## config.mk

```make
export PLATFORM = sky130hd
export DESIGN_NAME = int_to_fp_arbiter
export DESIGN_NICKNAME = d
export VERILOG_FILES = /design/src/rtl/int_to_fp_arbiter.sv
export SDC_FILE = /design/constraint.sdc
export NUM_CORES = 1
export LEC_CHECK = 0
export ABC_AREA = 1
export CELL_PAD_IN_SITES_DETAIL_PLACEMENT = 1
export CELL_PAD_IN_SITES_GLOBAL_PLACEMENT = 1
export CORE_MARGIN = 2
export CORE_UTILIZATION = 38
export CTS_CLUSTER_DIAMETER = 80
export CTS_CLUSTER_SIZE = 16
export DETAILED_ROUTE_END_ITERATION = 8
export GPL_ROUTABILITY_DRIVEN = 0
export PLACE_DENSITY = 0.95
export SYNTH_ARGS = -nofsm -noshare
export SYNTH_HDL_FRONTEND = slang
export SYNTH_SLANG_ARGS = --single-unit
```

## constraint.sdc

```tcl
create_clock -name clk_i -period 16 [get_ports clk_i]
set_input_delay 3.2 -clock clk_i [delete_from_list [all_inputs] [get_ports clk_i]]
set_output_delay 3.2 -clock clk_i [all_outputs]
set_load 0.005 [all_outputs]
```

## src/rtl/int_to_fp_arbiter.sv

```systemverilog
// Shares one int32 -> bfloat16 converter between NUM_REQ valid/ready requesters, one result register.
// Define INT2FP_ARB_RR_EN for round-robin arbitration; otherwise the lowest requester index wins.

module int_to_bf16 (
    input  logic [31:0] operand,
    input  logic        is_unsigned,
    output logic [15:0] result
);
    logic        sign;
    logic [31:0] mag;
    logic [4:0]  msb;
    logic [30:0] norm;
    logic [7:0]  exp_val;
    logic        round_up;
    logic [14:0] body;

    always_comb begin
        sign = !is_unsigned && operand[31];
        mag  = sign ? (~operand + 32'd1) : operand;
        msb  = '0;
        for (int i = 0; i < 32; i++) begin
            if (mag[i]) begin
                msb = 5'(i);
            end
        end
        // Leading one is shifted out; norm[30:24] is the kept mantissa, the rest feeds RNE.
        norm     = mag[30:0] << (5'd31 - msb);
        exp_val  = 8'd127 + {3'b000, msb};
        round_up = norm[23] && ((|norm[22:0]) || norm[24]);
        // A mantissa carry ripples into the exponent, which is the correct renormalisation.
        body     = {exp_val, norm[30:24]} + {14'b0, round_up};
        result   = (mag == '0) ? 16'h0000 : {sign, body};
    end
endmodule

module int_to_fp_arbiter #(
    parameter  int NUM_REQ = 2,
    localparam int ID_W    = $clog2(NUM_REQ)
) (
    input  logic                  clk_i,
    input  logic                  rst_i,
    input  logic                  flush_i,
    input  logic [NUM_REQ-1:0]    req_valid_i,
    output logic [NUM_REQ-1:0]    req_ready_o,
    input  logic [NUM_REQ*32-1:0] req_int_i,
    input  logic [NUM_REQ-1:0]    req_unsigned_i,
    output logic                  resp_valid_o,
    input  logic                  resp_ready_i,
    output logic [15:0]           resp_fp_o,
    output logic [ID_W-1:0]       resp_id_o
);
    logic            resp_valid_reg;
    logic [15:0]     resp_fp_reg;
    logic [ID_W-1:0] resp_id_reg;
    logic [ID_W-1:0] rr_ptr_reg;

    logic            stage_free;
    logic            grant_en;
    logic            grant_found;
    logic            accept;
    logic [ID_W-1:0] grant_idx;
    logic [31:0]     req_word [NUM_REQ];
    logic [31:0]     conv_operand;
    logic            conv_unsigned;
    logic [15:0]     conv_result;

    assign stage_free = !resp_valid_reg || resp_ready_i;
    assign grant_en   = stage_free && !flush_i && !rst_i;
    assign accept     = grant_en && grant_found;

    always_comb begin
        int cand;
        grant_found = 1'b0;
        grant_idx   = '0;
        cand        = 0;
        for (int i = 0; i < NUM_REQ; i++) begin
`ifdef INT2FP_ARB_RR_EN
            cand = (int'(rr_ptr_reg) + 1 + i) % NUM_REQ;
`else
            cand = i;
`endif
            if (!grant_found && req_valid_i[cand]) begin
                grant_found = 1'b1;
                grant_idx   = ID_W'(cand);
            end
        end
    end

    generate
        for (genvar gi = 0; gi < NUM_REQ; gi++) begin : g_req
            assign req_word[gi]    = req_int_i[32*gi +: 32];
            assign req_ready_o[gi] = grant_en && grant_found && (grant_idx == ID_W'(gi));
        end
    endgenerate

    // Single shared converter; only the granted requester's operand reaches it.
    assign conv_operand  = req_word[grant_idx];
    assign conv_unsigned = req_unsigned_i[grant_idx];

    int_to_bf16 u_conv (
        .operand     (conv_operand),
        .is_unsigned (conv_unsigned),
        .result      (conv_result)
    );

    always_ff @(posedge clk_i) begin
        if (rst_i) begin
            resp_valid_reg <= 1'b0;
            resp_fp_reg    <= '0;
            resp_id_reg    <= '0;
            rr_ptr_reg     <= ID_W'(NUM_REQ - 1);
        end else if (flush_i) begin
            resp_valid_reg <= 1'b0;
        end else if (accept) begin
            resp_valid_reg <= 1'b1;
            resp_fp_reg    <= conv_result;
            resp_id_reg    <= grant_idx;
            rr_ptr_reg     <= grant_idx;
        end else if (resp_ready_i) begin
            resp_valid_reg <= 1'b0;
        end
    end

    // The pointer must always name a real requester, even when fixed priority ignores it.
    always_ff @(posedge clk_i) begin
        if (!rst_i) begin
            assert (int'(rr_ptr_reg) < NUM_REQ);
        end
    end

    assign resp_valid_o = resp_valid_reg;
    assign resp_fp_o    = resp_fp_reg;
    assign resp_id_o    = resp_id_reg;
endmodule

```

==> results.toml <==
[layout]
fin_nets = 1002
stdcell_area_sq_um = 5500
layout_commonest_cell = "nand2_1"
diodes = 0
finalNonFillerCells = 1068
final_cell_mix = "295 x nand2_1, 183 x nand3_1, 91 x clkdlybuf4s50_1, 70 x inv_1, 60 x nor2_1"
drive_gt1_frac = 0.0876
syn_to_final_growth_pct = 21.7

[routing]
num_vias = 5813
antenna_left = 0
via_per_inst = 5.44
wl_per_cell_microns = 15.5
routed_wl_microns = 16600
drcViolationCount = 0
first_pass_iters = 4
drtIter0Drc = 341

[place]
io_buffers = 91
dp_hpwl_microns = 13300
place_area_sq_um = 5410
post-place-ws_ps = 5880
dpl.cell_count = 1064

[floorplanning]
start_util = 0.392
fp-row-count = 39
dieArea_sq_um = 12800
die_w_microns = 113
coreArea_sq_um = 11500
die-height_microns = 113
num_io_pins = 92

[pwr]
sw_frac_of_total = 0.561
p_int_uw = 213
switchingPower_uw = 272
clkPwrFrac = 0.115
leakage_uw = 0.00264
comb_power_share = 0.780
pwr-share-seq = 0.105
power.total_uw = 485
vdd_drop_max_mv = 0.0500
p_per_area_nw_per_um2 = 88.2

[clock_network]
clock_latency_ps = 250
cts_buffers = 3
postCtsSetupBuffers = 0
ctsResizeCount = 0
htree_levels = 1
cts_tree = "done"
root_buffer = "clkbuf_16"
ctsLongestPathBuffers = 2
cts_num_sinks = 18
clk_pin_slew_ps = 50
hold_buffers = 0

[synthesis]
netlist_area_sq_um = 4520
syn_inst = 863
synth_compound_area_frac = 0.0853
synth_seq_cells = 18
yosysWarnings = 0
synth_top_family_by_area = "simple AND/OR/NAND/NOR gates"
synth_area_per_cell_sq_um = 5.24
synth-simple-area-share = 0.622
synthesis.nets = 939
synthMuxAreaShare = 0.0252
ys_types = 49
synth_top_cell_by_area = "nand2_1"
synth.top_cells.by_area = "nand2_1 25%, nand3_1 20%, dfxtp_1 8.0%, inv_1 5.8%, nor2_1 5.0%"
yosysTopAreaCellShare = 0.245
seq_area_frac_synth = 0.0797
synth-adder-area-share = 0.0111
synth-xor-area-share = 0.0534

[worst_setup_path]
cp-start-kind = "primary input"
max_stage_delay_ps = 610
arrival_ps = 10070
crit_path_frequent_cell = "nand2_1"
path_class = "in -> reg"
crit-reg2reg-launch = "resp_valid_o"
required_ps = 16110
r2r_slack_ps = 13570
end_kind = "flop"
r2r_end = "resp_id_o"
slowest_stage = "inv_1"
crit_fanout = 40
worstRegToRegCells = 6

[sta]
tns_ps = 0
finalMaxSlewViolations = 0
hold_violations = 0
worst_pin_slew_ps = 882
finClkSkew_ps = 2.46
setup_viol = 0
max_freq_mhz = 100
relSlewSlack = 0.408
fin_crit_sh = 0.623
setup_ws_ps = 6040
rsz0062_at_grt = "false"
fin_crit_ps = 9960

[global_route]
grt_pass1_vias = 6113
antenna_found_initial = 0
grt_overflow_total = 0
grt_max_degree = 43
grt_pass1_wl_microns = 28000
grt_use_total = 0.259

[status]
outcome = "completed"

[hold_path]
worstHoldStart = "resp_fp_o[2]"
min_path_type = "reg -> reg"
min_to = "resp_fp_o[2]"
min_path_cells = 2

[run]
cap_violations = 0
[sequential cells by signal (all words and copies together), names as in the netlist]
| register | cells |
|---|---|
| resp_fp_o | 16 |
| resp_id_o | 1 |
| resp_valid_o | 1 |
[cell type report]
class | count | area, sq um
Clock buffer | 4 | 88.8
Fill cell | 1714 | 6020
Inverter | 87 | 328
Multi-Input combinational cell | 721 | 3600
Sequential cell | 18 | 360
Tap cell | 143 | 179
Timing Repair Buffer | 95 | 941
[cell families (layout without fill, tap and decap cells)]
| family | after synthesis | count (layout) |
|---|---|---|
| AND/OR/NAND/NOR | 615 | 615 |
| buffers and inverters | 124 | 186 |
| AO/OA/AOI/OAI | 66 | 66 |
| XOR/XNOR | 25 | 25 |
| flip-flops | 18 | 18 |
| multiplexers | 11 | 11 |
| adder cells (fa/ha/maj) | 4 | 4 |
[metal layers]
metal / vias to the layer above / global-route usage / share of wire
met3: 36 / 0.0327 / 0.031
met4: 0 / 0.0610 / 0.022
met1: 2739 / 0.309 / 0.44
li1: 2916 / - / -
met5: - / 0 / 0
met2: 122 / 0.489 / 0.51
[through the flow]
stage,utilization,hold slack [ps]
global placement,0.470,454
detailed placement,0.470,465
CTS,0.478,473
global route,0.478,489
finish,0.478,470
floorplan,-,462
[power groups by stage]
| stage | Combinational, uW | Sequential (uW) | Clock, uW |
|---|---|---|---|
| floorplan | 280 | 51.8 | 0 |
| global placement | 359 | 51.6 | 0 |
| detailed placement | 372 | 51.7 | 0 |
| CTS | 375 | 51.0 | 56.7 |
| global route | 427 | 51.3 | 58.8 |
| finish | 378 | 51.0 | 55.6 |
[worst max path at each step]
stage	from	endpoint	slack, ps	cells after the start
after floorplan	rst_i	req_ready_o[1]	8240	7
after global placement	rst_i	req_ready_o[0]	6310	7
after detailed placement	req_valid_i[1]	resp_fp_o[8]	5880	34
after CTS	req_valid_i[1]	resp_fp_o[8]	6090	34
after global routing	req_valid_i[1]	resp_fp_o[8]	5320	34
final	req_valid_i[1]	resp_fp_o[8]	6040	34
[worst max-delay path: cells and delay by family]
kind | cells | cell delay (ps)
simple gates | 25 | 4590
fa+ha+maj | 2 | 450
buf+inv | 4 | 1350
compound gates | 2 | 240
xor+xnor | 1 | 210
[cell usage after synthesis (all sizes together)]
cell type / count
a21oi: 23
a31oi: 4
a41oi: 2
and2: 4
and3: 1
buf: 30
clkbuf: 7
clkinv: 3
dfxtp: 18
ha: 4
inv: 84
mux2i: 11
nand2: 316
nand3: 186
nand3b: 2
nand4: 11
nor2: 68
nor3: 7
nor4: 4
o211ai: 1
o21ai: 34
o21bai: 1
o311ai: 1
or2: 16
xnor2: 1
xor2: 24
No activity file was read; power rests on OpenSTA's default activity.
==> edit 1 (same flow settings) <==
`NUM_REQ`: 2 -> 4.
--- a/src/rtl/int_to_fp_arbiter.sv
+++ b/src/rtl/int_to_fp_arbiter.sv
@@ -36,3 +36,3 @@
 module int_to_fp_arbiter #(
-    parameter  int NUM_REQ = 2,
+    parameter  int NUM_REQ = 4,
     localparam int ID_W    = $clog2(NUM_REQ)
Interface: changed (5 resized); port bits go from 92 to 163. No check against the original RTL was run, so the function may have changed too.
==> edit 1 against the unedited design <==
- power grew 39%
- clock power shrank 1%
- critical endpoint unchanged
- combinational power grew 48%
- routed wire length grew 42%
- largest power group unchanged
- worst setup slack lost 690 ps
- die area grew 11%
- area after synthesis grew 12%
- final area grew 22%
- sequential cell count grew 1
==> edit 1: results (changes against the unedited design) <==
* Drt pass-1 iters at 5 (was 4)
* Vias in the first global route at 7,768 (was 6,113)
* Worst-margin pin slew at 1080 ps (was 882 ps)
* NumNets Final at 1,221 (was 1,002)
* I/O Buffers at 162 (was 91)
* Share of post-route cells with drive strength above 1 at 0.0669 (was 0.0876)
* Post-synthesis xor/xnor area fraction at 0.0449 (was 0.0534)
* Leak at 0.00315 µW (was 0.00264 µW)
* Compound-Gate Fraction of Synth Area at 0.162 (was 0.0853)
* Synthesized net count at 1,098 (was 939)
* Vias per cell at 5.80 (was 5.44)
* CP max FO at 43 (was 40)
* Post-synthesis adder-cell area fraction at 0.00992 (was 0.0111)
* DPL Wire Length at 18,800 µm (was 13,300 µm)
* Data arrival time of the worst path at 10,830 ps (was 10,070 ps)
* DR iter-0 viols at 564 (was 341)
* Worst reg2reg path depth at 9 (was 6)
* Reg clk slew, reported paths at 70 ps (was 50 ps)
* Synth top cells by count: nand2_1 (309), nand3_1 (200), inv_1 (85) (was nand2_1 (295), nand3_1 (183), inv_1 (70))
* Setup WS pre-CTS at 5270 ps (was 5880 ps)
* Run status: finished clean (unchanged)
* Synth top area cells: nand2_1 (23%), nand3_1 (20%), dfxtp_1 (7.5%) (was nand2_1 (25%), nand3_1 (20%), dfxtp_1 (8.0%))
* Final wirelength at 23,600 µm (was 16,600 µm)
* Worst Skew at 9.02 ps (was 2.46 ps)
* Met2 Usage GRT at 0.607 (was 0.489)
* Max stage delay cell, worst path: nor2_2 (was inv_1)
* Post-synthesis mux area share at 0 (was 0.0252)
-- edit 1: cell types whose count changed after synthesis, moves of 6 or more --
cell / change
nand2_1: +14
a221oi_1: +15
nand3_1: +17
a32o_1: +20
inv_1: +15
clkbuf_1: +6
mux2i_1: -10
or2_2: -9
nand2_2: -8
nor2_1: +9
buf_2: +8
nand3_2: +9
-- edit 1: final timing paths --
kind	slack, ps	endpoint	from
setup / recovery	5350	resp_fp_o[8]$_SDFFE_PP0P_	req_valid_i[2]
hold / removal	460	resp_fp_o[2]$_SDFFE_PP0P_	resp_fp_o[2]$_SDFFE_PP0P_
setup reg to reg	13220	resp_fp_o[11]$_SDFFE_PP0P_	resp_valid_o$_SDFFE_PP0P_
hold reg to reg	460	resp_fp_o[2]$_SDFFE_PP0P_	resp_fp_o[2]$_SDFFE_PP0P_
-- edit 1: layout make-up --
class                   instances  share of cell area
repair buffers                167               0.246
clock buffers                   3              0.0111
well taps                     176              0.0327
inverters                     106              0.0591
clock inverters                 1            0.000743
flip-flops and latches         19              0.0565
multi-input cells             780               0.594
-- edit 1: cells by family after synthesis --
kind of cell | after synthesis
AND/OR/NAND/NOR | 642
flip-flops | 19
adder cells (fa/ha/maj) | 4
AO/OA/AOI/OAI | 109
buffers and inverters | 155
XOR/XNOR | 25
-- edit 1: stage by stage --
stage	utilization	instances
floorplan	-	954
CTS	0.515	1252
global placement	0.509	1248
finish	0.515	1252
detailed placement	0.509	1248
global route	0.515	1252
-- edit 1: metal layers --
metal	up-vias	wire (µm)
met1	3490	9600
li1	3418	-
met4	0	903
met5	-	0
met3	70	1260
met2	289	11800
-- edit 1: where the power goes --
| part | internal [µW] | switching, µW |
|---|---|---|
| clock network | 33.7 | 21.3 |
| registers | 52.6 | 3.37 |
| logic | 187 | 375 |
| total | 273 | 399 |
-- edit 1: critical path: cells and delay by family --
| kind | cells | cell delay, ps |
|---|---|---|
| compound gates | 3 | 780 |
| buf+inv | 5 | 1320 |
| fa+ha+maj | 1 | 160 |
| simple gates | 41 | 5310 |
==> edit 2 (config.mk and constraints unchanged) <==
Made on the original files. Make the reset (`rst_i`) asynchronous in one clocked block.
--- a/src/rtl/int_to_fp_arbiter.sv
+++ b/src/rtl/int_to_fp_arbiter.sv
@@ -105,3 +105,3 @@
 
-    always_ff @(posedge clk_i) begin
+    always_ff @(posedge clk_i or posedge rst_i) begin
         if (rst_i) begin
Function: differs if rst_i is asserted again (counterexample within 4 cycles, from zero or initial values and one cycle with rst_i high); with rst_i held inactive, the same outputs for 10 cycles.
==> edit 2 against the unedited design <==
- final area grew 0.46%
- critical path depth grew 2
- largest cell class unchanged
- power grew 5.5%
- highest routed layer unchanged
- sequential share of layout area rose by 1.6 points
- routed wire length is 9.1% lower
- sequential cell count unchanged
- area after synthesis is 1.8% higher
- largest power group unchanged
- worst setup slack better by 3.9 ps
- register-to-register slack worse by 140 ps
==> edit 2: results (changes against the unedited design) <==
* Run status: finished clean (unchanged)
* Synth top cells by count: nand2_1 (226), nand3_1 (198), inv_1 (85) (was nand2_1 (295), nand3_1 (183), inv_1 (70))
* Ant diodes at 0 (unchanged)
* Rel. slew slack at 0.243 (was 0.408)
* Fillers at 1,708 (was 1,714)
* Sequential share of the synthesized area at 0.0979 (was 0.0797)
* Largest net degree at the start of global routing at 42 (was 43)
* Worst reg2reg path depth at 7 (was 6)
* CP max FO at 33 (was 40)
* DPL Wire Length at 12,500 µm (was 13,300 µm)
* DR iter-0 viols at 273 (was 341)
* Post-CTS sizing at 0 (unchanged)
* Non-Filler Instances at 1,027 (was 1,068)
* Yosys cell types at 45 (was 49)
* Final wirelength at 15,100 µm (was 16,600 µm)
* Setup bufs post-CTS at 0 (unchanged)
* Tot GR Track Use at 0.234 (was 0.259)
* Reg2reg start: resp_valid_o$_DFFE_PP0P_ (was resp_valid_o$_SDFFE_PP0P_)
* Synthesized net count at 892 (was 939)
* First-pass GRT wire length at 25,800 µm (was 28,000 µm)
* Max-cap violations at 0 (unchanged)
* Post-synth ARST share at 1.00 (was 0)
* Worst Skew at 3.23 ps (was 2.46 ps)
* Switch Pwr at 272 µW (about the same)
* NumNets Final at 957 (was 1,002)
* Syn Inst Count at 816 (was 863)
* Synth top area cells: nand3_1 (22%), nand2_1 (18%), dfrtp_1 (9.8%) (was nand2_1 (25%), nand3_1 (20%), dfxtp_1 (8.0%))
* Worst VDD drop at 0.0000416 V (was 0.0000500 V)
* Most used DFF post-synth: dfrtp_1 (was dfxtp_1)
* HP Start: resp_fp_o[4]$_DFFE_PP0P_ (was resp_fp_o[2]$_SDFFE_PP0P_)
* Hold Crit Depth at 2 (unchanged)
* Drt pass-1 iters at 5 (was 4)
* Vias per cell at 5.38 (was 5.44)
* Vias in the first global route at 5,702 (was 6,113)
* Biggest cell delay along the critical path at 860 ps (was 610 ps)
* Leak at 0.00272 µW (was 0.00264 µW)
* Max stage delay cell, worst path: nor2_1 (was inv_1)
* Hold crit path type: register to register (unchanged)
* Data arrival time of the worst path at 10,140 ps (was 10,070 ps)
* Syn. warnings at 0 (unchanged)
* Share of post-route cells with drive strength above 1 at 0.0955 (was 0.0876)
-- edit 2: logic make-up (layout without fill, tap and decap cells) --
| family | after synthesis | in the layout | share of synthesized area |
|---|---|---|---|
| AO/OA/AOI/OAI | 64 | 64 | 0.0859 |
| XOR/XNOR | 26 | 26 | 0.0609 |
| adder cells (fa/ha/maj) | 4 | 4 | 0.0109 |
| buffers and inverters | 129 | 193 | 0.138 |
| flip-flops | 18 | 18 | 0.0979 |
| multiplexers | 15 | 15 | 0.0353 |
| AND/OR/NAND/NOR | 560 | 560 | 0.571 |
-- edit 2: through the flow --
| stage | cell area [µm²] | power, µW | hold slack [ps] | setup WS, ps |
|---|---|---|---|---|
| 2_1_floorplan | 4600 | 351 | 472 | 8320 |
| 3_3_place_gp | 5440 | 436 | 463 | 6170 |
| 3_5_place_dp | 5440 | 452 | 465 | 5850 |
| 4_1_cts | 5520 | 510 | 483 | 6010 |
| 5_1_grt | 5520 | 563 | 518 | 5270 |
| 6_report | 5520 | 512 | 481 | 6040 |
-- edit 2: metal layers --
layer | global-route usage | vias to the layer above | wire length, µm
li1 | - | 2770 | -
met1 | 0.299 | 2598 | 6760
met2 | 0.426 | 136 | 7540
met3 | 0.0159 | 25 | 487
met4 | 0.0618 | 0 | 290
met5 | 0 | - | 0
-- edit 2: path summary, 6_finish.rpt --
path | to | slack [ps]
max in group asynchronous | resp_fp_o[8]$_DFFE_PP0P_ | 12230
hold / removal | resp_fp_o[4]$_DFFE_PP0P_ | 480
hold reg to reg | resp_fp_o[4]$_DFFE_PP0P_ | 480
setup reg to reg | resp_fp_o[2]$_DFFE_PP0P_ | 13430
min in group asynchronous | resp_fp_o[6]$_DFFE_PP0P_ | 3340
setup / recovery | resp_fp_o[12]$_DFFE_PP0P_ | 6040
-- edit 2: area by class of cell --
| cell class | instances | share of cell area |
|---|---|---|
| Multi-Input combinational cell | 669 | 0.636 |
| Clock buffer | 4 | 0.0161 |
| Timing Repair Buffer | 93 | 0.168 |
| Tap cell | 147 | 0.0333 |
| Sequential cell | 18 | 0.0815 |
| Inverter | 96 | 0.0652 |
-- edit 2: worst max-delay path: cells and delay by family --
kind	cells	cell delay (ps)
AOI/OAI and AO/OA	3	510
xor gates and xnor gates	1	320
adders and majority gates	2	390
buffers and inverters	4	1190
and+or+nand+nor	26	4500
-- edit 2: power by group through the flow --
stage	sequential [µW]	clock, µW	combinational [µW]
final	66.5	55.3	390
after global routing	68.2	58.4	437
after CTS	66.8	56.0	387
after detailed placement	66.8	0	385
after global placement	65.9	0	371
after floorplan	67.1	0	284
